==> src/rtl/button_if.sv <==
// Pad inputs and conditioned button outputs for the button conditioner.
// master = conditioner side, slave = consumer/stimulus side.
interface button_if;
   logic [6:0] btn_raw;
   logic       up_button;
   logic       down_button;
   logic       left_button;
   logic       right_button;
   logic       start_button;
   logic       a_button;
   logic       b_button;
   logic [6:0] btn_held;

   modport master (
      input  btn_raw,
      output up_button, down_button, left_button, right_button,
      output start_button, a_button, b_button, btn_held
   );

   modport slave (
      output btn_raw,
      input  up_button, down_button, left_button, right_button,
      input  start_button, a_button, b_button, btn_held
   );
endinterface

==> src/rtl/button_conditioner.sv <==
// Synchronizes, debounces and edge-detects seven game buttons into press pulses.
// Define BUTTON_AUTOREPEAT_EN to add hold-to-repeat on the four direction buttons.
module button_conditioner #(
   parameter int DEBOUNCE_CYCLES = 500000,
   parameter int REPEAT_DELAY    = 25000000,
   parameter int REPEAT_PERIOD   = 5000000,
   parameter bit ACTIVE_LOW      = 1'b1
) (
   input logic      clk,
   input logic      reset,
   button_if.master btn
);

   localparam int CW = $clog2(DEBOUNCE_CYCLES) + 1;

   if (DEBOUNCE_CYCLES < 2 || REPEAT_PERIOD < 1 || REPEAT_PERIOD > REPEAT_DELAY) begin : g_bad_cfg
      $error("button_conditioner: invalid debounce/repeat parameters");
   end

   logic [6:0]    pressed_raw;
   logic [6:0]    sync_p0;
   logic [6:0]    sync_p1;
   logic [6:0]    held_p2;
   logic [6:0]    held_d_p2;
   logic [6:0]    pulse_p3;
   logic [6:0]    fire_vec;
   logic [CW-1:0] db_cnt [7];

   assign pressed_raw = ACTIVE_LOW ? ~btn.btn_raw : btn.btn_raw;

   // Stage p0/p1: two-flop synchronizer on the normalised pressed levels
   always_ff @(posedge clk or posedge reset) begin
      if (reset) begin
         sync_p0 <= '0;
         sync_p1 <= '0;
      end else begin
         sync_p0 <= pressed_raw;
         sync_p1 <= sync_p0;
      end
   end

   // Stage p2: per-button debounce; a level is accepted after DEBOUNCE_CYCLES differing samples
   always_ff @(posedge clk or posedge reset) begin
      if (reset) begin
         held_p2 <= '0;
         for (int i = 0; i < 7; i++) db_cnt[i] <= '0;
      end else begin
         for (int i = 0; i < 7; i++) begin
            if (sync_p1[i] == held_p2[i]) begin
               db_cnt[i] <= '0;
            end else if (db_cnt[i] == CW'(DEBOUNCE_CYCLES - 1)) begin
               held_p2[i] <= ~held_p2[i];
               db_cnt[i]  <= '0;
            end else begin
               db_cnt[i] <= db_cnt[i] + CW'(1);
            end
         end
      end
   end

`ifdef BUTTON_AUTOREPEAT_EN
   localparam int HW = $clog2(REPEAT_DELAY + 1);

   logic [HW-1:0] hold_cnt [4];
   logic [3:0]    repeat_fire;

   // Reaching REPEAT_DELAY fires a repeat and rewinds so the next one lands REPEAT_PERIOD later
   function automatic logic [HW-1:0] next_hold(input logic [HW-1:0] c);
      if (c == HW'(REPEAT_DELAY)) return HW'(REPEAT_DELAY - REPEAT_PERIOD + 1);
      else                        return c + HW'(1);
   endfunction

   always_comb begin
      repeat_fire = '0;
      for (int i = 0; i < 4; i++)
         repeat_fire[i] = held_p2[i] && (hold_cnt[i] == HW'(REPEAT_DELAY));
   end

   always_ff @(posedge clk or posedge reset) begin
      if (reset) begin
         for (int i = 0; i < 4; i++) hold_cnt[i] <= '0;
      end else begin
         for (int i = 0; i < 4; i++)
            hold_cnt[i] <= held_p2[i] ? next_hold(hold_cnt[i]) : '0;
      end
   end

   assign fire_vec = {3'b000, repeat_fire};
`else
   assign fire_vec = '0;
`endif

   // Stage p3: registered press pulses on held rising edges (plus repeats)
   always_ff @(posedge clk or posedge reset) begin
      if (reset) begin
         held_d_p2 <= '0;
         pulse_p3  <= '0;
      end else begin
         held_d_p2 <= held_p2;
         pulse_p3  <= (held_p2 & ~held_d_p2) | fire_vec;
      end
   end

   assign btn.btn_held     = held_p2;
   assign btn.up_button    = pulse_p3[0];
   assign btn.down_button  = pulse_p3[1];
   assign btn.left_button  = pulse_p3[2];
   assign btn.right_button = pulse_p3[3];
   assign btn.start_button = pulse_p3[4];
   assign btn.a_button     = pulse_p3[5];
   assign btn.b_button     = pulse_p3[6];

endmodule

==> src/flat_wrapper.sv <==
// flat-port wrapper written by rule: the top's interface ports become plain ports
module button_conditioner_flat 
#(
   parameter int DEBOUNCE_CYCLES = 500000,
   parameter int REPEAT_DELAY    = 25000000,
   parameter int REPEAT_PERIOD   = 5000000,
   parameter bit ACTIVE_LOW      = 1'b1
)
  (clk, reset, btn_btn_raw, btn_up_button, btn_down_button, btn_left_button, btn_right_button, btn_start_button, btn_a_button, btn_b_button, btn_btn_held);
  button_if btn_i ();
  input logic clk;
  input logic reset;
  input wire logic [$bits(btn_i.btn_raw)-1:0] btn_btn_raw;
  output wire logic [$bits(btn_i.up_button)-1:0] btn_up_button;
  output wire logic [$bits(btn_i.down_button)-1:0] btn_down_button;
  output wire logic [$bits(btn_i.left_button)-1:0] btn_left_button;
  output wire logic [$bits(btn_i.right_button)-1:0] btn_right_button;
  output wire logic [$bits(btn_i.start_button)-1:0] btn_start_button;
  output wire logic [$bits(btn_i.a_button)-1:0] btn_a_button;
  output wire logic [$bits(btn_i.b_button)-1:0] btn_b_button;
  output wire logic [$bits(btn_i.btn_held)-1:0] btn_btn_held;
  assign btn_i.btn_raw = btn_btn_raw;
  assign btn_up_button = btn_i.up_button;
  assign btn_down_button = btn_i.down_button;
  assign btn_left_button = btn_i.left_button;
  assign btn_right_button = btn_i.right_button;
  assign btn_start_button = btn_i.start_button;
  assign btn_a_button = btn_i.a_button;
  assign btn_b_button = btn_i.b_button;
  assign btn_btn_held = btn_i.btn_held;
  button_conditioner #(.DEBOUNCE_CYCLES(DEBOUNCE_CYCLES), .REPEAT_DELAY(REPEAT_DELAY), .REPEAT_PERIOD(REPEAT_PERIOD), .ACTIVE_LOW(ACTIVE_LOW)) u_core (.clk(clk), .reset(reset), .btn(btn_i));
endmodule
==> config.mk <==
export PLATFORM = sky130hd
export DESIGN_NAME = button_conditioner_flat
export DESIGN_NICKNAME = d
export VERILOG_FILES = /design/src/rtl/button_if.sv /design/src/rtl/button_conditioner.sv /design/src/flat_wrapper.sv
export SDC_FILE = /design/constraint.sdc
export NUM_CORES = 1
export LEC_CHECK = 0
export ABC_CLOCK_PERIOD_IN_PS = 5700
export BUFFER_PORTS_ARGS = -buffer_cell sky130_fd_sc_hd__buf_2
export CAP_MARGIN = 40
export CORE_MARGIN = 3
export CORE_UTILIZATION = 52
export DETAILED_ROUTE_END_ITERATION = 10
export PLACE_DENSITY = 0.68
export SETUP_SLACK_MARGIN = 0.4
export SLEW_MARGIN = 20
export SYNTH_ARGS = -nofsm -noshare
export SYNTH_HDL_FRONTEND = slang
export SYNTH_SLANG_ARGS = --single-unit
==> constraint.sdc <==
create_clock -name clk -period 5.7 [get_ports clk]
set_input_delay 0 -clock clk [delete_from_list [all_inputs] [get_ports clk]]
set_output_delay 0 -clock clk [all_outputs]
set_load 0.005 [all_outputs]
Word level (Yosys, flattened, before mapping)

Index checks and enable logic that the tools add are counted.

Input port bits: 9
Output and inout port bits: 14
Logic and storage cells: 77
Register bits: 175

Reductions and logical operators: 7
Multiplexer cells: 14
Bitwise gates (word level): 17
Eq/ne operators: 14
Add/subtract/negate cells: 7

Operator list:

| operator                | count |
|---|---|
| $mux W20                | 14 |
| $add A20 B1 Y20 const B | 7 |
| $eq A20 B19 Y1 const B  | 7 |
| $not A1 Y1              | 14 |
| $not A7 Y7              | 2 |
| $reduce_and A2 Y1       | 7 |
| $and A7 B7 Y7           | 1 |
| $eq A1 B1 Y1            | 7 |

Logic depth before layout (Yosys ltp)

Gate-level depths: netlist of the first run.

Word-level depth: 3
Mapped depth: 8
Gate-level depth less buffers: 5

Least setup slack after synthesis of the first run

OpenSTA, ideal clock, no wires.

Path kind: register -> register
Start point: register u_core.db_cnt[20] (netlist name)
End point: register u_core.db_cnt[36] (netlist name)
Cell stages (with the launch flop): 6
Library setup time: 0.077 ns
Data arrival time: 1.813 ns
Setup slack: 3.810 ns
Cell sequence: dfrtp_1 -> ha_1 -> nand4_2 -> or4_4 -> or3_1 -> a21oi_1

Longest elaborated chain between the ends: 3

RTL lines:

| what                                              | line                                               | text |
|---|---|---|
| from (decl)                                       | button_conditioner.sv:27                           | `logic [CW-1:0] db_cnt [7];` |
| from (signal, indexed assignment)                 | button_conditioner.sv:55                           | `db_cnt[i] <= db_cnt[i] + CW'(1);` |
| $add A20 B1 Y20 or $eq A20 B19 Y1 (tied branches) | button_conditioner.sv:55, button_conditioner.sv:51 |  |
| $mux W20 *                                        | button_conditioner.sv:51                           | `end else if (db_cnt[i] == CW'(DEBOUNCE_CYCLES - 1)) begin` |
| $mux W20 *                                        | button_conditioner.sv:49                           | `if (sync_p1[i] == held_p2[i]) begin` |

Every way passes the cells marked *; elsewhere a longest branch is shown, timed or not.
A chain may end at the register's enable or synchronous reset.

Worst setup path in the final report of the first run

Start point: register u_core.db_cnt[114] (netlist name)
End point: register u_core.db_cnt[108] (netlist name)

Longest elaborated chain between the ends: 3

RTL lines:

| what           | line |
|---|---|
| $eq A20 B19 Y1 | button_conditioner.sv:51 |
| $mux W20       | button_conditioner.sv:51 |
| $mux W20       | button_conditioner.sv:49 |

Every way passes these cells.

==> results.py, run 1 <==
metrics = {
    "logic_synthesis": {
        "synth_warnings": 0,
        "synth_nets": 824,
        "synth_cells": 808,
        "ys_types": 46,
        "ys_seq_area_frac": 0.5338,
        "yosysTopAreaCell": "dfrtp_1",
        "synth_area_leaders": "dfrtp_1 53%, xnor2_1 7.5%, nor2_1 5.7%",
        "netlist_area_um2": 8204,
        "synth-seq-cells": 175,
        "yosys.area.top_type_share": 0.5338,
        "synth.avg_cell_area_um2": 10.15,
        "synth-edff-count": 0,
        "ys_async_sr_fraction": 1.000,
        "ys.flop_type": "dfrtp_1",
    },
    "timing": {
        "fmax_ghz": 0.4484,
        "min_period_ns": 2.230,
        "hold_violations": 0,
        "finClkSkew_ns": 0.007768,
        "rsz0062_at_grt": "false",
        "setup_tns_ns": 0,
        "slew_viol_final": 0,
        "period_share": 0.3912,
        "relSlewSlack": 0.5791,
        "worstMarginPinSlew_ns": 0.6275,
        "finalSetupViolations": 0,
    },
    "global_route": {
        "grt_usage": 0.1882,
        "antenna_found_initial": 0,
        "grt_max_degree": 84,
        "grt_pass1_wl_mm": 27.66,
        "overflow": 0,
        "grt_pass1_vias": 6049,
    },
    "die": {
        "fp.coreArea_um2": 15310,
        "initial_core_util": 0.5357,
        "fp.dieArea_um2": 17320,
        "chipHeight_um": 131.6,
        "fp-row-count": 45,
        "dieWidth_um": 131.6,
        "io_pins": 23,
    },
    "flow_run": {
        "drv_cap": 0,
    },
    "clock_network": {
        "htreeDepth": 4,
        "cts_tree": "yes",
        "clk_path_buf_depth": 2,
        "root_buffer": "clkbuf_16",
        "cts.sinks": 175,
        "numCtsBuffers": 17,
        "path_clk_slew_ns": 0.06,
        "clk_latency_ns": 0.42,
    },
    "worst_setup_path": {
        "r2r_slack_ns": 3.47,
        "start_kind": "register",
        "crit_required_ns": 5.97,
        "cp_slowest_stage_delay_ns": 0.58,
        "worstSetupEndpointType": "register",
        "worstPathArrival_ns": 2.50,
        "reg2reg_depth": 4,
        "path_max_fanout": 18,
        "crit_chain": "or4_1 > nor4_1 > a21o_1 > nor2_1",
        "critical_path_class": "register to register",
        "reg2reg_from": "u_core.db_cnt[114]",
        "timing.rr.end": "u_core.db_cnt[108]",
        "cp_slowest_cell": "a21o_1",
    },
    "routing": {
        "drcViolationCount": 0,
        "wirelength_mm": 15.39,
        "drt-pass1-iter-count": 5,
        "final_antenna_net_count": 0,
        "drtIter0Drc": 464,
        "vias_per_cell": 5.639,
        "vias": 6006,
        "wl_per_cell_um": 14.45,
    },
    "power": {
        "ir_worst_vdd_uv": 207.3,
        "p_total_uw": 2404,
        "leakagePower_uw": 0.003781,
        "power_density_nw_per_um2": 262.7,
    },
    "final_layout": {
        "final_common_cell": "dfrtp_1",
        "drive_above_1_share": 0.09836,
        "final_cell_mix": "175 x dfrtp_1, 124 x nor2_1, 70 x xnor2_1",
        "n_antenna_cell": 0,
        "nets": 859,
        "multi_input_area_um2": 3583,
        "syn_to_final_growth_pct": 11.54,
        "fillCellCount": 1319,
        "seqCellArea_um2": 4379,
    },
    "placed_design": {
        "place.gp.congestion": 0.8553,
        "hpwl_mm": 10.41,
        "port_buffers": 22,
    },
    "min_path": {
        "worstHoldPathType": "input port to asynchronous set/reset pin",
    },
    "outcome": {
        "status": "finished clean",
    },
}
## where the power goes
part / leakage, uW / switching [uW] / total, uW / internal [uW]
clock network: 0.000266 / 442 / 1040 / 601
registers: 0.00240 / 18.8 / 1280 / 1260
logic: 0.00112 / 55.4 / 82.6 / 27.2
total: 0.00378 / 516 / 2400 / 1890
## worst max-delay path, delay by kind of cell (launching register included)
family             cells  cell delay (ns)
and+or+nand+nor        3             1.08
AOI/OAI and AO/OA      1             0.58
DFF                    1             0.41
## state kept, by name, summed over array words and instances (netlist names)
register and flops:
u_core.pulse_p3 7, u_core.db_cnt 140, u_core.held_d_p2 7, u_core.btn.btn_held 7
u_core.sync_p1 7, u_core.sync_p0 7
## through the flow
step	worst slack (ns)	util	hold slack [ns]	instance area, um2	std cells
finish	3.470	0.5975	0.08141	9151	1065
global route	3.348	0.5975	0.1040	9151	1065
CTS	3.515	0.5962	0.07589	9131	1064
detailed placement	3.537	0.5570	-0.01623	8531	1026
global placement	3.506	0.5540	0.1456	8484	1023
floorplan	0.9548	-	0.05941	8204	808
## worst max path at each step
stage | from | to | slack [ns]
2_1_floorplan | reset | u_core.btn.btn_held[0] | 0.95
3_3_place_gp | u_core.db_cnt[40] | u_core.db_cnt[56] | 3.51
6_report | u_core.db_cnt[114] | u_core.db_cnt[108] | 3.47
4_1_cts | u_core.db_cnt[112] | u_core.db_cnt[108] | 3.51
5_1_grt | u_core.db_cnt[112] | u_core.db_cnt[117] | 3.35
3_5_place_dp | u_core.db_cnt[120] | u_core.db_cnt[134] | 3.54
## cells in the mapped netlist, drive strengths merged, types with 4 or more instances
library cell	count
nor4	24
or4b	5
dfrtp	175
ha	7
and4	10
a21oi	33
nand4	43
inv	36
mux2	7
or4	18
clkbuf	7
o21ai	22
xor2	30
or3	24
nor3	27
a31o	4
o31ai	8
nand3	44
nor2	124
and3	8
nor2b	7
xnor2	70
nand2	44
buf	12
## layout make-up
type,instances,area share
Clock buffer,21,0.04922
Tap cell,211,0.02885
Timing Repair Buffer,35,0.02885
Clock inverter,9,0.007657
Sequential cell,175,0.4785
Inverter,36,0.01531
Multi-Input combinational cell,578,0.3916
## kinds of logic after synthesis
logic type / share of synthesized area
XOR/XNOR: 0.1068
flip-flops: 0.5338
AND/OR/NAND/NOR: 0.2553
adder cells (fa/ha/maj): 0.01068
AO/OA/AOI/OAI: 0.05445
buffers and inverters: 0.02943
multiplexers: 0.009609
## routing by layer
metal | vias to the layer above | wire, um | part of all wire | GRT usage
li1 | 2915 | - | - | -
met2 | 74 | 7614 | 0.49 | 0.3163
met3 | 15 | 385 | 0.025 | 0.04058
met1 | 3002 | 7198 | 0.47 | 0.2460
met4 | 0 | 188 | 0.012 | 0.05718
met5 | - | 0 | 0 | 0
## what timing repair did
action	in CTS	in global routing
resized for setup	0	0
setup buffers	0	0
hold buffers	8	0
endpoints found under the hold margin	117	0
(Power assumes the default switching activity.)
==> run 2, diff against run 1 <==
Settings changed: ABC_CLOCK_PERIOD_IN_PS 5700 to 1900, PLACE_DENSITY 0.68 to 0.71.
Clock period 5.7 ns to 1.9 ns, I/O delays scaled along.
==> run 2 against run 1 <==
  * Routed wire length rose by 47%
  * Register-to-register slack lost 3.4 ns
  * Non-clock buffer count grew 154
  * Global-route usage grew 4.7 points
  * Via count increased by 22%
  * Sequential share of layout area down 9.5 points
  * Clock-buffer cell count decreased by 2
  * Largest power group unchanged
  * Highest routed layer unchanged
  * Worst hold slack better by 0.010 ns
==> results.py, run 2 (synthesized netlist as in run 1, its figures left out) <==
metrics = {
    "global_route": {
        "grt_pass1_vias": 7080,
        "grt_usage": 0.2351,
        "antenna_found_initial": 0,
        "overflow": 0,
        "grt_max_degree": 70,
        "grt_pass1_wl_mm": 33.67,
    },
    "clock_network": {
        "path_clk_slew_ns": 0.07,
        "cts_tree": "yes",
        "htreeDepth": 4,
        "cts.sinks": 175,
        "clk_path_buf_depth": 2,
        "clk_latency_ns": 0.44,
        "numCtsBuffers": 17,
        "root_buffer": "clkbuf_16",
    },
    "worst_setup_path": {
        "startpoint": "u_core.db_cnt[132]",
        "cp_slowest_cell": "or4b_1",
        "reg2reg_from": "u_core.db_cnt[132]",
        "path_max_fanout": 2,
        "worstPathArrival_ns": 2.16,
        "crit_chain": "or4b_1 > or3_4 > nor2_4 > mux2_4",
        "critical_path_class": "register to register",
        "timing.rr.end": "u_core.btn.btn_held[0]",
        "cp_slowest_stage_delay_ns": 0.50,
        "reg2reg_depth": 4,
        "crit_required_ns": 2.22,
        "start_kind": "register",
        "r2r_slack_ns": 0.06,
        "worstSetupEndpointType": "register",
    },
    "routing": {
        "drcViolationCount": 0,
        "drt-pass1-iter-count": 5,
        "wl_per_cell_um": 18.49,
        "vias_per_cell": 5.967,
        "wirelength_mm": 22.63,
        "final_antenna_net_count": 0,
        "drtIter0Drc": 650,
        "vias": 7303,
    },
    "final_layout": {
        "syn_to_final_growth_pct": 40.69,
        "nets": 1016,
        "fillCellCount": 927,
        "finalCoreUtilization": 0.7537,
        "final_cell_mix": "141 x dfrtp_1, 126 x buf_4, 66 x xnor2_1",
        "top_register": "u_core.db_cnt",
        "n_antenna_cell": 0,
        "final_common_cell": "dfrtp_1",
        "drive_above_1_share": 0.4176,
        "largest_reg_flops": 140,
    },
    "power": {
        "leakagePower_uw": 0.004758,
        "ir_worst_vdd_uv": 842.8,
        "power_density_nw_per_um2": 673.0,
        "p_total_uw": 7768,
    },
    "timing": {
        "slew_viol_final": 0,
        "rsz0062_at_grt": "true",
        "fmax_ghz": 0.5442,
        "relSlewSlack": 0.6712,
        "worst_slack_ns": 0.06244,
        "finClkSkew_ns": 0.01394,
        "worstMarginPinSlew_ns": 0.4908,
        "finalSetupViolations": 0,
        "period_share": 0.9671,
        "hold_violations": 0,
        "min_period_ns": 1.838,
    },
    "placed_design": {
        "post-place-ws_ns": 0.04598,
        "port_buffers": 22,
        "place.gp.congestion": 0.8536,
        "hpwl_mm": 10.90,
    },
    "die": {
        "initial_core_util": 0.5357,
        "chipHeight_um": 131.6,
        "fp-row-count": 45,
        "fp.dieArea_um2": 17320,
        "dieWidth_um": 131.6,
        "io_pins": 23,
        "fp.coreArea_um2": 15310,
    },
    "outcome": {
        "status": "finished clean",
    },
    "flow_run": {
        "drv_cap": 0,
    },
    "min_path": {
        "worstHoldPathType": "input port to asynchronous set/reset pin",
    },
}
## run 2: how the worst max path moves through the flow
stage / endpoint / slack [ns]
after global placement: u_core.btn.btn_held[0] / 0.07
final: u_core.btn.btn_held[0] / 0.06
after CTS: u_core.btn.btn_held[0] / 0.05
after global routing: u_core.db_cnt[118] / 0.01
after floorplan: u_core.btn.btn_held[0] / -0.34
after detailed placement: u_core.btn.btn_held[0] / 0.05
## run 2: cell type report
type | count | area (um2) | area share
Timing Repair Buffer | 189 | 1587 | 0.1375
Clock inverter | 13 | 141.4 | 0.01225
Clock buffer | 19 | 442.9 | 0.03837
Sequential cell | 175 | 4422 | 0.3831
Inverter | 36 | 138.9 | 0.01203
Multi-Input combinational cell | 581 | 4547 | 0.3939
Tap cell | 211 | 264.0 | 0.02287
## run 2: repair_timing
action	4_1_cts	5_1_grt
setup endpoints to repair	134	134
hold buffers	8	0
gates resized for setup	111	117
pin swaps	42	45
setup buffers	84	31
cloned	9	0
endpoints found under the hold margin	182	0
## run 2: per-stage QoR
step	std cells	hold WS, ns	TNS [ns]	cell area, um2
after detailed placement	1060	-0.0001263	0	9064
final	1224	0.09186	0	11540
after CTS	1193	0.06891	0	10840
after floorplan	808	0.05941	-59.26	8501
after global placement	1060	-0.01429	0	9064
after global routing	1224	0.1117	0	11540
## run 2: power by group
part | switching (uW) | internal (uW) | leakage (uW) | total (uW)
sequential | 59.7 | 3780 | 0.00234 | 3840
combinational | 263 | 214 | 0.00215 | 477
clock | 1490 | 1970 | 0.000267 | 3450
total | 1810 | 5960 | 0.00476 | 7770
## run 2: critical path, delay by kind of cell (launching register included)
kind,cells,cell delay [ns]
DFF,1,0.39
muxes,1,0.30
and+or+nand+nor,3,1.03
## run 2: routing by layer
layer / vias up / track usage / wire (um)
met5: - / 0 / 0
met4: 0 / 0.09802 / 863
met3: 106 / 0.05819 / 1182
met2: 311 / 0.3954 / 11760
met1: 3648 / 0.2907 / 8828
li1: 3238 / - / -
==> run 3, diff against run 2 <==
Settings changed: ABC_CLOCK_PERIOD_IN_PS 1900 to 1700, CORE_ASPECT_RATIO set to 0.6, PLACE_DENSITY 0.71 to 0.68.
Clock period 1.9 ns to 1.7 ns, I/O delays scaled along.
==> run 3 against run 2 <==
  * The run now ends with setup timing left
  * Clock skew up 0.0014 ns
  * Clock-buffer cell count down 1
  * Power is 17% higher
  * Critical path depth rose by 2
  * Flip-flop and latch count is the same
  * Global-route usage increased by 3.6 points
  * Largest power group unchanged
==> results.py, run 3 (synthesized netlist as in run 1, its figures left out) <==
metrics = {
    "placed_design": {
        "hpwl_mm": 12.24,
        "placed_cells": 1110,
        "post-place-ws_ns": -0.1478,
        "place.gp.congestion": 0.8790,
        "port_buffers": 22,
    },
    "die": {
        "dieWidth_um": 168.2,
        "fp-row-count": 34,
        "chipHeight_um": 103.3,
        "io_pins": 23,
        "fp.coreArea_um2": 14970,
        "fp.dieArea_um2": 17370,
        "initial_core_util": 0.5479,
    },
    "clock_network": {
        "clk_latency_ns": 0.44,
        "path_clk_slew_ns": 0.07,
        "cts_tree": "yes",
        "clk_path_buf_depth": 2,
        "root_buffer": "clkbuf_16",
        "cts.sinks": 175,
        "htreeDepth": 4,
        "numCtsBuffers": 17,
    },
    "timing": {
        "rsz0062_at_grt": "true",
        "worst_slack_ns": -0.1616,
        "min_period_ns": 1.862,
        "finClkSkew_ns": 0.01535,
        "fmax_ghz": 0.5372,
        "hold_violations": 0,
        "slew_viol_final": 0,
        "finalSetupViolations": 119,
        "period_share": 1.095,
        "relSlewSlack": 0.5742,
        "worstMarginPinSlew_ns": 0.6334,
    },
    "routing": {
        "vias_per_cell": 6.059,
        "vias": 7641,
        "drtIter0Drc": 528,
        "final_antenna_net_count": 0,
        "wl_per_cell_um": 21.02,
        "drcViolationCount": 0,
        "wirelength_mm": 26.50,
        "drt-pass1-iter-count": 5,
    },
    "global_route": {
        "grt_max_degree": 82,
        "grt_usage": 0.2707,
        "antenna_found_initial": 0,
        "grt_pass1_wl_mm": 37.46,
        "overflow": 0,
        "grt_pass1_vias": 7385,
    },
    "min_path": {
        "min_path_cells": 3,
        "worstHoldPathType": "input port to register",
        "worst_hold_path.endpoint": "u_core.sync_p0[1]",
        "min-delay-start": "btn_btn_raw[1]",
    },
    "worst_setup_path": {
        "reg2reg_depth": 6,
        "path_max_fanout": 5,
        "r2r_slack_ns": -0.16,
        "critical_path_class": "register to register",
        "reg2reg_from": "u_core.db_cnt[119]",
        "worstPathArrival_ns": 2.17,
        "timing.rr.end": "u_core.db_cnt[109]",
        "crit_required_ns": 2.01,
        "worstSetupEndpointType": "register",
        "start_kind": "register",
    },
    "final_layout": {
        "top_register": "u_core.db_cnt",
        "final_cell_mix": "155 x buf_4, 155 x dfrtp_1, 67 x xnor2_1",
        "nets": 1066,
        "fillCellCount": 713,
        "n_antenna_cell": 0,
        "layout.cells.non_filler": 1261,
        "drive_above_1_share": 0.4713,
        "largest_reg_flops": 140,
        "syn_to_final_growth_pct": 52.68,
    },
    "outcome": {
        "failed_checks": "setup timing",
        "status": "finished, violations left",
    },
    "power": {
        "power_density_nw_per_um2": 727.6,
        "leakagePower_uw": 0.005162,
        "ir_worst_vdd_uv": 854.0,
    },
    "flow_run": {
        "drv_cap": 0,
    },
}
-- run 3: layer usage --
layer | vias to the layer above | GRT usage | share of wire
li1 | 3335 | - | -
met1 | 3868 | 0.3591 | 0.40
met2 | 347 | 0.4584 | 0.50
met3 | 91 | 0.05431 | 0.062
met4 | 0 | 0.08611 | 0.034
met5 | - | 0 | 0
-- run 3: cell type report --
class                           instances  area [um2]  share of cell area
Clock buffer                           18       439.2             0.03506
Clock inverter                         14       168.9             0.01349
Inverter                               36       138.9             0.01109
Multi-Input combinational cell        578        4846              0.3869
Sequential cell                       175        4404              0.3516
Tap cell                              198       247.7             0.01978
Timing Repair Buffer                  242        2281              0.1821
-- run 3: worst max path at each step --
| stage | slack, ns | cells after the start | from | to |
|---|---|---|---|---|
| after floorplan | -0.54 | 1 | reset | u_core.btn.btn_held[0] |
| after global placement | -0.15 | 4 | u_core.db_cnt[131] | u_core.btn.btn_held[0] |
| after detailed placement | -0.15 | 4 | u_core.db_cnt[131] | u_core.btn.btn_held[0] |
| after CTS | -0.14 | 4 | u_core.db_cnt[127] | u_core.btn.btn_held[0] |
| after global routing | -0.23 | 6 | u_core.db_cnt[119] | u_core.db_cnt[107] |
| final | -0.16 | 6 | u_core.db_cnt[119] | u_core.db_cnt[109] |
-- run 3: through the flow --
step / area, um2 / TNS [ns] / power (uW) / hold slack [ns] / util
floorplan: 8514 / -96.31 / 4588 / 0.05941 / -
global placement: 9562 / -2.293 / 4712 / 0.1428 / 0.6385
detailed placement: 9562 / -3.602 / 4731 / 0.1496 / 0.6385
CTS: 11780 / -3.404 / 8982 / 0.2339 / 0.7869
global route: 12530 / -14.55 / 9360 / 0.2490 / 0.8365
finish: 12530 / -8.555 / 9113 / 0.2385 / 0.8365
-- run 3: power breakdown --
group	internal (uW)	switching, uW	total [uW]	leakage, uW
Clock	2260	1880	4140	0.000290
Sequential	4220	55.0	4270	0.00236
Combinational	337	364	700	0.00251
-- run 3: critical path: stages (launching register included) --
cell	delay (ns)
dfrtp_1	0.39
or4_4	0.56
nor4_4	0.31
a21o_4	0.21
buf_6	0.12
buf_12	0.11
nor2_2	0.04
-- run 3: timing repair --
item | in CTS | in global routing
buffers inserted | 70 | 30
hold buffers | 8 | 0
pin swaps | 41 | 30
hold endpoints to repair | 182 | 0
cloned | 8 | 3
resized for setup | 197 | 105
endpoints found under the setup margin | 134 | 134
